File: src/rtl/disp_demux.sv
// Receive side of an 8-digit multiplexed seven-segment bus: synchronizes an/sseg,
// waits for a stable sample window, and rebuilds the per-digit segment bytes.
module disp_demux #(
  parameter int STABLE_CYCLES = 4,
  parameter int TIMEOUT_W     = 20
) (
  input  logic       clk,
  input  logic       rst,
  input  logic       clear,
  input  logic [7:0] an,
  input  logic [7:0] sseg,
  output logic [7:0] out0,
  output logic [7:0] out1,
  output logic [7:0] out2,
  output logic [7:0] out3,
  output logic [7:0] out4,
  output logic [7:0] out5,
  output logic [7:0] out6,
  output logic [7:0] out7,
  output logic [7:0] dig_valid,
  output logic       frame_done,
  output logic       err_multi,
  output logic       timeout
);

  localparam int CW = (STABLE_CYCLES < 1) ? 1 : $clog2(STABLE_CYCLES + 1);
  localparam logic [CW-1:0] CNT_MAX = CW'(STABLE_CYCLES);
  localparam logic [CW-1:0] CAP_AT  = CW'(STABLE_CYCLES - 1);

  logic [15:0]          sync1;
  logic [15:0]          sync2;
  logic [15:0]          prev;
  logic [CW-1:0]        cnt;
  logic [7:0]           digits [8];
  logic [7:0]           seen;
  logic [TIMEOUT_W-1:0] tcnt;

  logic       capture;
  logic       single;
  logic       multi;
  logic [7:0] zeros;
  logic [7:0] seen_next;

  always_comb begin
    capture   = (sync2 == prev) && (cnt == CAP_AT);
    zeros     = ~sync2[15:8];
    single    = capture && (zeros != 8'h00) && ((zeros & (zeros - 8'd1)) == 8'h00);
    multi     = capture && ((zeros & (zeros - 8'd1)) != 8'h00);
    seen_next = seen | zeros;
  end

  // Reset state looks like "all anodes off, window just restarted".
  always_ff @(posedge clk or negedge rst) begin
    if (!rst) begin
      sync1 <= 16'hFFFF;
      sync2 <= 16'hFFFF;
      prev  <= 16'hFFFF;
      cnt   <= '0;
    end else begin
      sync1 <= {an, sseg};
      sync2 <= sync1;
      prev  <= sync2;
      if (sync2 != prev)
        cnt <= '0;
      else if (cnt != CNT_MAX)
        cnt <= cnt + 1'b1;
    end
  end

  // Segment data is written even when clear suppresses the status update.
  always_ff @(posedge clk or negedge rst) begin
    if (!rst) begin
      for (int i = 0; i < 8; i++)
        digits[i] <= 8'hFF;
    end else begin
      for (int i = 0; i < 8; i++)
        if (single && zeros[i])
          digits[i] <= sync2[7:0];
    end
  end

  always_ff @(posedge clk or negedge rst) begin
    if (!rst) begin
      dig_valid  <= 8'h00;
      seen       <= 8'h00;
      frame_done <= 1'b0;
      err_multi  <= 1'b0;
      tcnt       <= '0;
    end else begin
      frame_done <= 1'b0;
      if (clear) begin
        dig_valid <= 8'h00;
        seen      <= 8'h00;
        err_multi <= 1'b0;
        tcnt      <= '0;
      end else begin
        if (multi)
          err_multi <= 1'b1;
        if (single) begin
          dig_valid <= dig_valid | zeros;
          tcnt      <= '0;
          if (seen_next == 8'hFF) begin
            frame_done <= 1'b1;
            seen       <= 8'h00;
          end else begin
            seen <= seen_next;
          end
        end else if (tcnt != '1) begin
          tcnt <= tcnt + 1'b1;
        end
      end
    end
  end

  assign timeout = (tcnt == '1);

  assign out0 = digits[0];
  assign out1 = digits[1];
  assign out2 = digits[2];
  assign out3 = digits[3];
  assign out4 = digits[4];
  assign out5 = digits[5];
  assign out6 = digits[6];
  assign out7 = digits[7];

endmodule

File: config.mk
export PLATFORM = sky130hd
export DESIGN_NAME = disp_demux
export DESIGN_NICKNAME = d
export VERILOG_FILES = /design/src/rtl/disp_demux.sv
export SDC_FILE = /design/constraint.sdc
export NUM_CORES = 1
export LEC_CHECK = 0
export ABC_AREA = 1
export CORE_MARGIN = 5
export CORE_UTILIZATION = 40
export CTS_CLUSTER_DIAMETER = 120
export DETAILED_ROUTE_END_ITERATION = 6
export SLEW_MARGIN = 20
export SYNTH_ARGS = -nofsm -noshare
export SYNTH_HDL_FRONTEND = slang
export SYNTH_SLANG_ARGS = --single-unit
File: constraint.sdc
create_clock -name clk -period 3.1 [get_ports clk]
set_input_delay 0.31 -clock clk [delete_from_list [all_inputs] [get_ports clk]]
set_output_delay 0.31 -clock clk [all_outputs]
set_load 0.05 [all_outputs]
### Word-level counts from Yosys, hierarchy flattened

Index checks and enable logic that the tools add are counted.

* bits in read-only memories: 0
* output and inout port bits: 75
* bits of input ports: 19
* latch bits: 0
* memories kept: 0
* logic and storage cells: 65
* register bits after elaboration: 153
* memory bits (writable): 0

* magnitude comparators: 0
* div/mod/pow operators: 0
* eq/ne operators: 7
* bitwise gates (word level): 4
* shifts and indexed selects: 0
* add/subtract/negate cells: 3
* multipliers: 0
* muxes and demuxes: 15
* reduce and logical (&&, ||, !) cells: 19

Operator list (count)
* $mux 20: 3
* $mux 8: 5
* $add 20x1->20 const B: 1
* $eq 20x20->1 const B: 1
* $ne 20x20->1 const B: 1
* $eq 16x16->1: 1
* $ne 16x16->1: 1
* $or 8x8->8: 2
* $reduce_bool 8->1: 2
* $logic_and 1x1->1: 12
* $and 8x8->8: 1
* $eq 8x8->1 const B: 1
* $logic_not 8->1: 1
* $not 8->8: 1
* $sub 8x1->8 const B: 1
* $mux 3: 2
* $reduce_bool 2->1: 3
* $mux 1: 5
* $add 3x1->3 const B: 1
* $eq 3x2->1 const B: 1
* $ne 3x3->1 const B: 1
* $reduce_bool 3->1: 1

### Longest topological paths before layout

Gate-level depths: netlist (run 1).

* word-level depth: 7
* gate-level depth with buffers: 13

### Worst setup path before layout (run 1)

OpenSTA, ideal clock, no wires.

* kind: flip-flop to output port
* start point: register tcnt[0]
* end point: output timeout
* cell stages (with the launch flop): 9
* data arrival time: 1671 ps
* required time: 2790 ps
* setup slack: 1119 ps
* cell sequence: dfrtp_1 -> ha_1 -> nand3_1 -> nor2_2 -> nand2_1 -> inv_1 -> nand4_1 -> clkbuf_1 -> inv_1

* word-level cells in the longest chain between the ends: 1

Ends and longest elaborated chain
* start, declared: line 36 `logic [TIMEOUT_W-1:0] tcnt;`
* start signal, assigned: line 109 `tcnt <= tcnt + 1'b1;`
* $eq 20x20->1: line 115 `assign timeout = (tcnt == '1);`
* end, declared: line 23 `output logic timeout`

No other way between the ends.

### Worst setup path in the final report (run 1)

* start point: register sync2[11]
* end point: register digits (netlist bit out7[4])

* word-level cells in the longest chain between the ends: 6
* elaborated cells between the ends (all ways): 10
* those cells by class: add/sub: 1; eq/ne: 1; bitwise: 2; reduce/logical: 6

Ends and longest elaborated chain
* start, declared: line 31 `logic [15:0] sync2;`
* start signal, assigned: line 61 `sync2 <= sync1;`
* $not 8->8: line 46 `zeros = ~sync2[15:8];`
* $sub 8x1->8: line 47 `single = capture && (zeros != 8'h00) && ((zeros & (zeros - 8'd1)) == 8'h00);`
* $and 8x8->8: line 47
* $logic_not 8->1: line 47
* $logic_and 1x1->1 (*): line 47
* $logic_and 1x1->1 (*): line 77 `if (single && zeros[i])`
* end signal, assigned by index: line 78 `digits[i] <= sync2[7:0];`
* end, declared: line 34 `logic [7:0] digits [8];`

Mark *: on every way between the ends. The rest lies on a longest branch, timed or not.
A chain may end at the register's enable or synchronous reset.

==> impl_metrics.json, run 1 <==
{
  "initial_core_util_pct": 40.4,
  "syn_area_um2": 6920,
  "wire_per_inst_um": 15.1,
  "globalplace.congestion": 0.809,
  "clk_latency_ns": 0.42,
  "p_total_mw": 4.58,
  "crit_type": "reg -> reg",
  "setup_viol": 0,
  "fin_nets": 871,
  "htreeDepth": 4,
  "tightestPinTransition_ns": 0.759,
  "r2r_cells": 11,
  "drive_gt1_share_pct": 21.7,
  "crit_path_max_incr_delay_ns": 0.57,
  "startpoint_type": "register",
  "ys_warn_count": 0,
  "finalCritPeriodShare_pct": 83.7,
  "status": "complete, no violations",
  "row_count": 48,
  "cts_tree": "built",
  "ioPinCount": 94,
  "arrival_ns": 2.95,
  "port_buffers": 93,
  "powerDensity_nw_per_um2": 534,
  "ys_seq_elements": 153,
  "leakage_nw": 3.93,
  "rrSetupSlack_ns": 0.51,
  "track_usage_pct": 17.0,
  "cts-buffers-inserted": 17,
  "period_minus_slack_ns": 2.59,
  "synthDistinctLibCells": 33,
  "globalRouteMet1Util_pct": 23.9,
  "stdcell_count": 1086,
  "critPathSlowestCell": "dfstp_2",
  "hold_violations": 0,
  "placedCellCount": 1053,
  "globalRouteMet3Util_pct": 4.35,
  "max_clock_freq_mhz": 385,
  "viasPerCell": 4.94,
  "layout_common_cells": "nand2_1 (253), dfstp_2 (112), clkdlybuf4s50_1 (91)",
  "top_usage_layer": "met2",
  "finish.instance_area_um2": 8580,
  "cap_violations": 0,
  "drt_iter0_markers": 395,
  "finalWirelength_um": 16400,
  "hpwlAfterDp_um": 11000,
  "cpMostUsedCell": "nand2_1",
  "clockRootBuffer": "clkbuf_16",
  "timing.rr.end": "out7[4]$_DFFE_PN1P_",
  "synth.avg_cell_area_um2": 9.08,
  "ant_nets": 0,
  "firstDrtPassIters": 5,
  "rsz0062_at_grt": "false",
  "yosysSeqAreaShare_pct": 57.3,
  "synthCells": 762,
  "critPathLaunch": "sync2[11]$_DFF_PN1_",
  "crit_chain": "inv_1, nand2_1, nand2_1, nor2_1, nand2_1, nor2_1, nand2_2, nor2_8, nand3_1, nand2_1, nand2_1",
  "vdd_ir_drop_max_mv": 0.352,
  "crit_path_end_kind": "register",
  "overflow": 0,
  "clkSinkCount": 153,
  "coreArea_um2": 17100,
  "cts_setup_buffers": 0,
  "layout_commonest_cell": "nand2_1",
  "met2_usage_pct": 25.7,
  "holdWs_ns": 0.285,
  "syn_nets": 785,
  "dieHeight_um": 142,
  "antenna_found_initial": 0,
  "worstPathRequired_ns": 3.45,
  "r2r_start": "sync2[11]$_DFF_PN1_",
  "fin_tns_setup_ns": 0,
  "hold_path_class": "in -> reg",
  "clkTransAtPathRegs_ns": 0.06,
  "area_delta_synth_final_pct": 24.0,
  "finalMaxSlewViolations": 0,
  "dieArea_um2": 20000,
  "clockBufferDepth": 2,
  "dpl_cell_area_um2": 7900,
  "fp.dieW_um": 142,
  "dr_total_vias": 5360,
  "antenna_cells": 0,
  "fin_skew_ns": 0.00828,
  "grt_max_degree": 82,
  "drc": 0,
  "cp-endpoint": "out7[4]$_DFFE_PN1P_",
  "first_global_vias": 5072,
  "timing.slew.headroom_pct": 49.4,
  "grt_pass1_wl_um": 26800,
  "crit_fanout": 38
}
## power breakdown
| part | total [mW] | leakage [nW] | switching [mW] | internal [mW] |
|---|---|---|---|---|
| logic | 0.167 | 1.87 | 0.112 | 0.0555 |
| registers | 2.11 | 1.73 | 0.0450 | 2.06 |
| clock network | 2.31 | 0.323 | 0.835 | 1.47 |
| total | 4.58 | 3.93 | 0.992 | 3.59 |
## Yosys cell counts, drive strengths merged
| cell type | number | area, um2 |
|---|---|---|
| a21boi | 1 | 7.51 |
| a21oi | 9 | 45.0 |
| and2 | 1 | 6.26 |
| buf | 40 | 370 |
| clkbuf | 2 | 7.51 |
| dfrtp | 41 | 1030 |
| dfstp | 112 | 2940 |
| ha | 4 | 50.1 |
| inv | 68 | 255 |
| nand2 | 256 | 973 |
| nand3 | 40 | 213 |
| nand4 | 84 | 526 |
| nor2 | 71 | 308 |
| nor3 | 10 | 50.1 |
| nor4 | 1 | 6.26 |
| o211ai | 1 | 7.51 |
| o21ai | 9 | 45.0 |
| o21bai | 2 | 15.0 |
| or2 | 8 | 50.1 |
| xnor2 | 1 | 8.76 |
| xor2 | 1 | 8.76 |
## sequential cells by signal (all words and copies together) (netlist names), 3 cells and up
| name | count |
|---|---|
| cnt | 3 |
| dig_valid | 8 |
| out0 | 8 |
| out1 | 8 |
| out2 | 8 |
| out3 | 8 |
| out4 | 8 |
| out5 | 8 |
| out6 | 8 |
| out7 | 8 |
| prev | 16 |
| seen | 8 |
| sync1 | 16 |
| sync2 | 16 |
| tcnt | 20 |
## cell type report
type                            instances  area [um2]
Sequential cell                       153        3970
Multi-Input combinational cell        499        2320
Clock buffer                           21         492
Timing Repair Buffer                  109        1080
Tap cell                              225         282
Inverter                               68         255
Clock inverter                         11         181
Fill cell                            1591        8540
## through the flow
step                      utilization, %  worst slack, ns
after floorplan                        -             1.12
after global placement              46.1            0.585
after detailed placement            46.1            0.485
after CTS                           50.1            0.162
after global routing                50.1            0.230
final                               50.1            0.505
## metal layers
layer | part of all wire (%) | routed length (um)
met5 | 0 | 0
met4 | 1.6 | 255
met3 | 6.2 | 1010
met2 | 45 | 7340
met1 | 47 | 7760
## worst min-delay path by stage
stage               cells past startpoint                start                   to
floorplan                               0                  rst   cnt[0]$_DFFE_PN0P_
global placement                        0  sync1[15]$_DFF_PN1_  sync2[15]$_DFF_PN1_
detailed placement                      0   sync1[0]$_DFF_PN1_   sync2[0]$_DFF_PN1_
CTS                                     1                an[7]  sync1[15]$_DFF_PN1_
global route                            1                an[7]  sync1[15]$_DFF_PN1_
finish                                  1                an[7]  sync1[15]$_DFF_PN1_
## cell families after synthesis
logic type,share of synthesized area (%)
AO/OA/AOI/OAI,1.74
XOR/XNOR,0.253
flip-flops,57.3
adder cells (fa/ha/maj),0.723
AND/OR/NAND/NOR,30.8
buffers and inverters,9.15
## critical path, delay by kind of cell, from the launching register on
family                 cells  cell delay [ns]
flip-flops                 1             0.57
AND/OR/NAND/NOR           10             1.73
buffers and inverters      1             0.21
## repair_timing
action,CTS,global route
hold endpoints to repair,34,0
endpoints found under the setup margin,0,1
gates resized for setup,0,1
hold buffers,1,0
(Power assumes the default switching activity.)
==> run 2: changes to the inputs <==
Clock period 3.1 ns to 2.55 ns, I/O delays scaled along.
==> impl_metrics.json, run 2 (synthesis gave the netlist of run 1 again) <==
{
  "firstDrtPassIters": 5,
  "overflow": 0,
  "worstPathRequired_ns": 2.30,
  "arrival_ns": 2.07,
  "fp.dieW_um": 142,
  "fin_nets": 884,
  "layout_common_cells": "nand2_1 (253), dfstp_2 (112), clkdlybuf4s50_1 (91)",
  "hold_violations": 0,
  "crit_fanout": 7,
  "finalMaxSlewViolations": 0,
  "clkSinkCount": 153,
  "drc": 0,
  "status": "complete, no violations",
  "hold_buffers": 1,
  "postCtsResizedCells": 0,
  "dieArea_um2": 20000,
  "setup_viol": 0,
  "drive_gt1_share_pct": 23.0,
  "first_global_vias": 4968,
  "finalWirelength_um": 16400,
  "row_count": 48,
  "cts_setup_buffers": 0,
  "max_clock_freq_mhz": 429,
  "timing.slew.headroom_pct": 56.5,
  "period_minus_slack_ns": 2.33,
  "ant_nets": 0,
  "cap_violations": 0,
  "cts-buffers-inserted": 17,
  "port_buffers": 93,
  "drt_iter0_markers": 359,
  "tightestPinTransition_ns": 0.653,
  "antenna_found_initial": 0,
  "coreArea_um2": 17100,
  "area_delta_synth_final_pct": 24.3,
  "finalCritPeriodShare_pct": 91.3,
  "wire_per_inst_um": 14.9,
  "fin_tns_setup_ns": 0,
  "p_total_mw": 5.34,
  "crit_path_max_incr_delay_ns": 0.39,
  "vdd_ir_drop_max_mv": 0.447,
  "r2r_cells": 11,
  "htreeDepth": 4,
  "hold-path-cell-count": 1,
  "cts_tree": "built",
  "largest_register_ffs": 20,
  "crit_chain": "ha_1, nand3_1, nor2_2, nand2_1, inv_1, nand4_1, inv_1, buf_12",
  "hold_path_class": "in -> reg",
  "cpMostUsedCell": "inv_1",
  "dieHeight_um": 142,
  "powerDensity_nw_per_um2": 620,
  "critPathSlowestCell": "dfrtp_1",
  "startpoint_type": "register",
  "globalplace.congestion": 0.874,
  "leakage_nw": 3.94,
  "rsz0062_at_grt": "false",
  "dr_total_vias": 5349,
  "placedCellCount": 1066,
  "stdcell_count": 1099,
  "antenna_cells": 0,
  "viasPerCell": 4.87,
  "clockBufferDepth": 2,
  "clockRootBuffer": "clkbuf_16",
  "clkTransAtPathRegs_ns": 0.06,
  "clk_latency_ns": 0.43,
  "ioPinCount": 94,
  "grt_pass1_wl_um": 26500,
  "layout_commonest_cell": "nand2_1",
  "hpwlAfterDp_um": 11300,
  "initial_core_util_pct": 40.4,
  "crit_path_end_kind": "output port",
  "regMostFlops": "tcnt",
  "fin_skew_ns": 0.00849,
  "grt_max_degree": 71,
  "crit_type": "reg -> out",
  "track_usage_pct": 16.8
}
-- run 2: cell types whose count changed in the layout (fill, tap and decap cells not counted), moves of 2 or more --
cell / change
bufinv_16: -2
clkinv_2: +3
clkbuf_8: -2
buf_4: +14
-- run 2: metrics by stage --
stage / hold slack [ns] / utilization (%) / cell area [um2] / setup WS, ns
global placement: 0.316 / 46.7 / 7990 / 0.277
CTS: 0.217 / 50.3 / 8610 / 0.189
finish: 0.227 / 50.3 / 8610 / 0.221
detailed placement: 0.310 / 46.7 / 7990 / 0.262
floorplan: -0.0406 / - / 6920 / 0.624
global route: 0.210 / 50.3 / 8610 / 0.0531
-- run 2: cell type report --
type | instances | area, um2
clock buffer | 19 | 464
clock inverter | 13 | 141
fill | 1607 | 8510
inverter | 68 | 255
multi-input combinational | 499 | 2320
sequential | 153 | 3970
tap | 225 | 282
timing repair buffer | 122 | 1170
-- run 2: worst max-delay path, delay by kind of cell (launching register included) --
| kind | cells | cell delay (ns) |
|---|---|---|
| adder cells (fa/ha/maj) | 1 | 0.20 |
| AND/OR/NAND/NOR | 4 | 0.72 |
| buffers and inverters | 3 | 0.34 |
| flip-flops | 1 | 0.39 |
-- run 2: power by group --
part	total [mW]	internal, mW	switching [mW]
registers	2.54	2.51	0.0307
clock network	2.56	1.53	1.03
logic	0.240	0.0790	0.161
total	5.34	4.11	1.22
-- run 2: worst paths after layout --
kind,from,endpoint,slack (ns)
worst min register to register,sync1[0]$_DFF_PN1_,sync2[0]$_DFF_PN1_,0.35
worst max-delay path,tcnt[0]$_DFFE_PN0P_,timeout,0.22
worst max register to register,sync2[10]$_DFF_PN1_,out7[6]$_DFFE_PN1P_,0.26
min in group asynchronous,rst,frame_done$_DFF_PN0_,0.45
worst min-delay path,sseg[3],sync1[3]$_DFF_PN1_,0.23
max in group asynchronous,rst,out6[1]$_DFFE_PN1P_,1.36
-- run 2: routing by layer --
layer	share of wire, %	track usage, %	routed length, um	up-vias
li1	-	-	-	2670
met1	48	24.2	7960	2537
met2	45	25.0	7350	123
met3	5.6	4.38	913	19
met4	1.2	4.85	192	0
met5	0	0	0	-
==> run 3: changes to the inputs <==
--- a/config.mk
+++ b/config.mk
@@ -9,6 +9,8 @@
 export CORE_MARGIN = 5
 export CORE_UTILIZATION = 40
+export CTS_BUF_LIST = sky130_fd_sc_hd__clkbuf_8
 export CTS_CLUSTER_DIAMETER = 120
 export DETAILED_ROUTE_END_ITERATION = 6
+export HOLD_SLACK_MARGIN = 0.02
 export SLEW_MARGIN = 20
 export SYNTH_ARGS = -nofsm -noshare
==> constraint.sdc (replaced) <==
create_clock -name clk -period 2.55 [get_ports clk]
set_input_delay 0.51 -clock clk [delete_from_list [all_inputs] [get_ports clk]]
set_output_delay 0.51 -clock clk [all_outputs]
set_load 0.05 [all_outputs]
==> impl_metrics.json, run 3 (synthesis gave the netlist of run 1 again) <==
{
  "stdcell_count": 1095,
  "p_clk_share_pct": 40.4,
  "fin_skew_ns": 0.0136,
  "worst_slack_ns": 0.213,
  "regMostFlops": "tcnt",
  "crit_type": "reg -> out",
  "drt_iter0_markers": 461,
  "clkSinkCount": 153,
  "first_global_vias": 4972,
  "wl_met1_um": 7790,
  "cap_violations": 0,
  "period_minus_slack_ns": 2.34,
  "finish.instance_area_um2": 8410,
  "dr_total_vias": 5377,
  "status": "complete, no violations",
  "power.switching_mw": 1.09,
  "arrival_ns": 1.83,
  "powerDensity_nw_per_um2": 553,
  "cts-buffers-inserted": 17,
  "drc": 0,
  "fp.dieW_um": 142,
  "hold_path_class": "in -> async",
  "drive_gt1_share_pct": 22.6,
  "cts_tree": "built",
  "row_count": 48,
  "r2r_start": "sync2[15]$_DFF_PN1_",
  "fin_nets": 880,
  "crit_path_end_kind": "output port",
  "placedCellCount": 1061,
  "leakage_nw": 3.85,
  "dieArea_um2": 20000,
  "timing.rr.end": "out0[4]$_DFFE_PN1P_",
  "htreeDepth": 4,
  "dpl_cell_area_um2": 7980,
  "antenna_cells": 0,
  "p_int_mw": 3.57,
  "crit_fanout": 5,
  "firstDrtPassIters": 5,
  "hold_violations": 0,
  "layout_commonest_cell": "nand2_1",
  "swShare_pct": 23.4,
  "routed.top_layer": "met4",
  "routed-wl-met3_um": 945,
  "coreArea_um2": 17100,
  "ioPinCount": 94,
  "ant_nets": 0,
  "overflow": 0,
  "grt_pass1_wl_um": 26800,
  "cp-endpoint": "timeout",
  "track_usage_pct": 16.8,
  "power.share.sequential_pct": 54.5,
  "dieHeight_um": 142,
  "finalMaxSlewViolations": 0,
  "p_total_mw": 4.65,
  "fin_tns_setup_ns": 0,
  "area_delta_synth_final_pct": 21.5,
  "clockRootBuffer": "clkbuf_8",
  "max_clock_freq_mhz": 428,
  "vdd_ir_drop_max_mv": 0.301,
  "critPathLaunch": "tcnt[0]$_DFFE_PN0P_",
  "wire_per_inst_um": 14.9,
  "globalplace.congestion": 0.813,
  "antenna_found_initial": 0,
  "setup_viol": 0,
  "combPwrFrac_pct": 5.1,
  "initial_core_util_pct": 40.4,
  "largest_register_ffs": 20,
  "r2r_cells": 11,
  "startpoint_type": "register",
  "worstPathRequired_ns": 2.04,
  "grt_max_degree": 63,
  "dpl_worst_slack_ns": 0.289,
  "wl_met2_um": 7440,
  "tightestPinTransition_ns": 0.605,
  "layout_common_cells": "nand2_1 (252), dfstp_2 (112), clkdlybuf4s50_1 (91)",
  "clk_latency_ns": 0.45,
  "viasPerCell": 4.91,
  "rrSetupSlack_ns": 0.22,
  "finalCritPeriodShare_pct": 91.7,
  "port_buffers": 93,
  "clockBufferDepth": 2,
  "hpwlAfterDp_um": 11100,
  "timing.slew.headroom_pct": 59.3,
  "clkTransAtPathRegs_ns": 0.08,
  "finalWirelength_um": 16300
}
## run 3: per-stage QoR
step	hold slack (ns)	util (%)
6_report	0.0499	49.2
3_3_place_gp	0.346	46.6
5_1_grt	0.0664	49.2
3_5_place_dp	0.347	46.6
4_1_cts	0.0368	49.0
2_1_floorplan	0.214	-
## run 3: layer usage
layer / up-vias / global-route usage [%]
met4: 0 / 4.09
met1: 2570 / 24.3
li1: 2654 / -
met3: 15 / 4.28
met2: 138 / 25.3
met5: - / 0
## run 3: power by group through the flow
stage | logic (mW) | registers (mW) | clock network (mW)
floorplan | 0.123 | 2.56 | 0
finish | 0.236 | 2.54 | 1.88
detailed placement | 0.238 | 2.58 | 0
CTS | 0.240 | 2.54 | 1.95
global route | 0.268 | 2.54 | 2.06
global placement | 0.237 | 2.58 | 0
## run 3: final cells by class
| type | count | area, um2 |
|---|---|---|
| Fill cell | 1659 | 8700 |
| Sequential cell | 153 | 3970 |
| Multi-Input combinational cell | 499 | 2330 |
| Timing Repair Buffer | 118 | 1170 |
| Tap cell | 225 | 282 |
| Inverter | 68 | 255 |
| Clock buffer | 18 | 248 |
| Clock inverter | 14 | 158 |
## run 3: how the worst min path moves through the flow
| stage | slack, ns | start | end |
|---|---|---|---|
| floorplan | 0.21 | rst | cnt[0]$_DFFE_PN0P_ |
| global placement | 0.35 | sync1[15]$_DFF_PN1_ | sync2[15]$_DFF_PN1_ |
| detailed placement | 0.35 | sync1[4]$_DFF_PN1_ | sync2[4]$_DFF_PN1_ |
| CTS | 0.04 | rst | frame_done$_DFF_PN0_ |
| global route | 0.07 | rst | frame_done$_DFF_PN0_ |
| finish | 0.05 | rst | frame_done$_DFF_PN0_ |
## run 3: repair_timing
| item | in CTS | in global routing |
|---|---|---|
| cloned | 0 | 0 |
| hold buffers | 0 | 0 |
| setup buffers | 1 | 1 |
| resized for setup | 1 | 3 |
| pin swaps | 1 | 0 |
| setup endpoints to repair | 1 | 1 |
## run 3: critical path, cell delays in order, from the launching register on
cell,delay (ns)
dfrtp_1,0.38
ha_2,0.21
nand3_2,0.12
nor2_4,0.16
nand2_2,0.10
inv_1,0.06
nand4_1,0.09
inv_1,0.12
buf_12,0.14
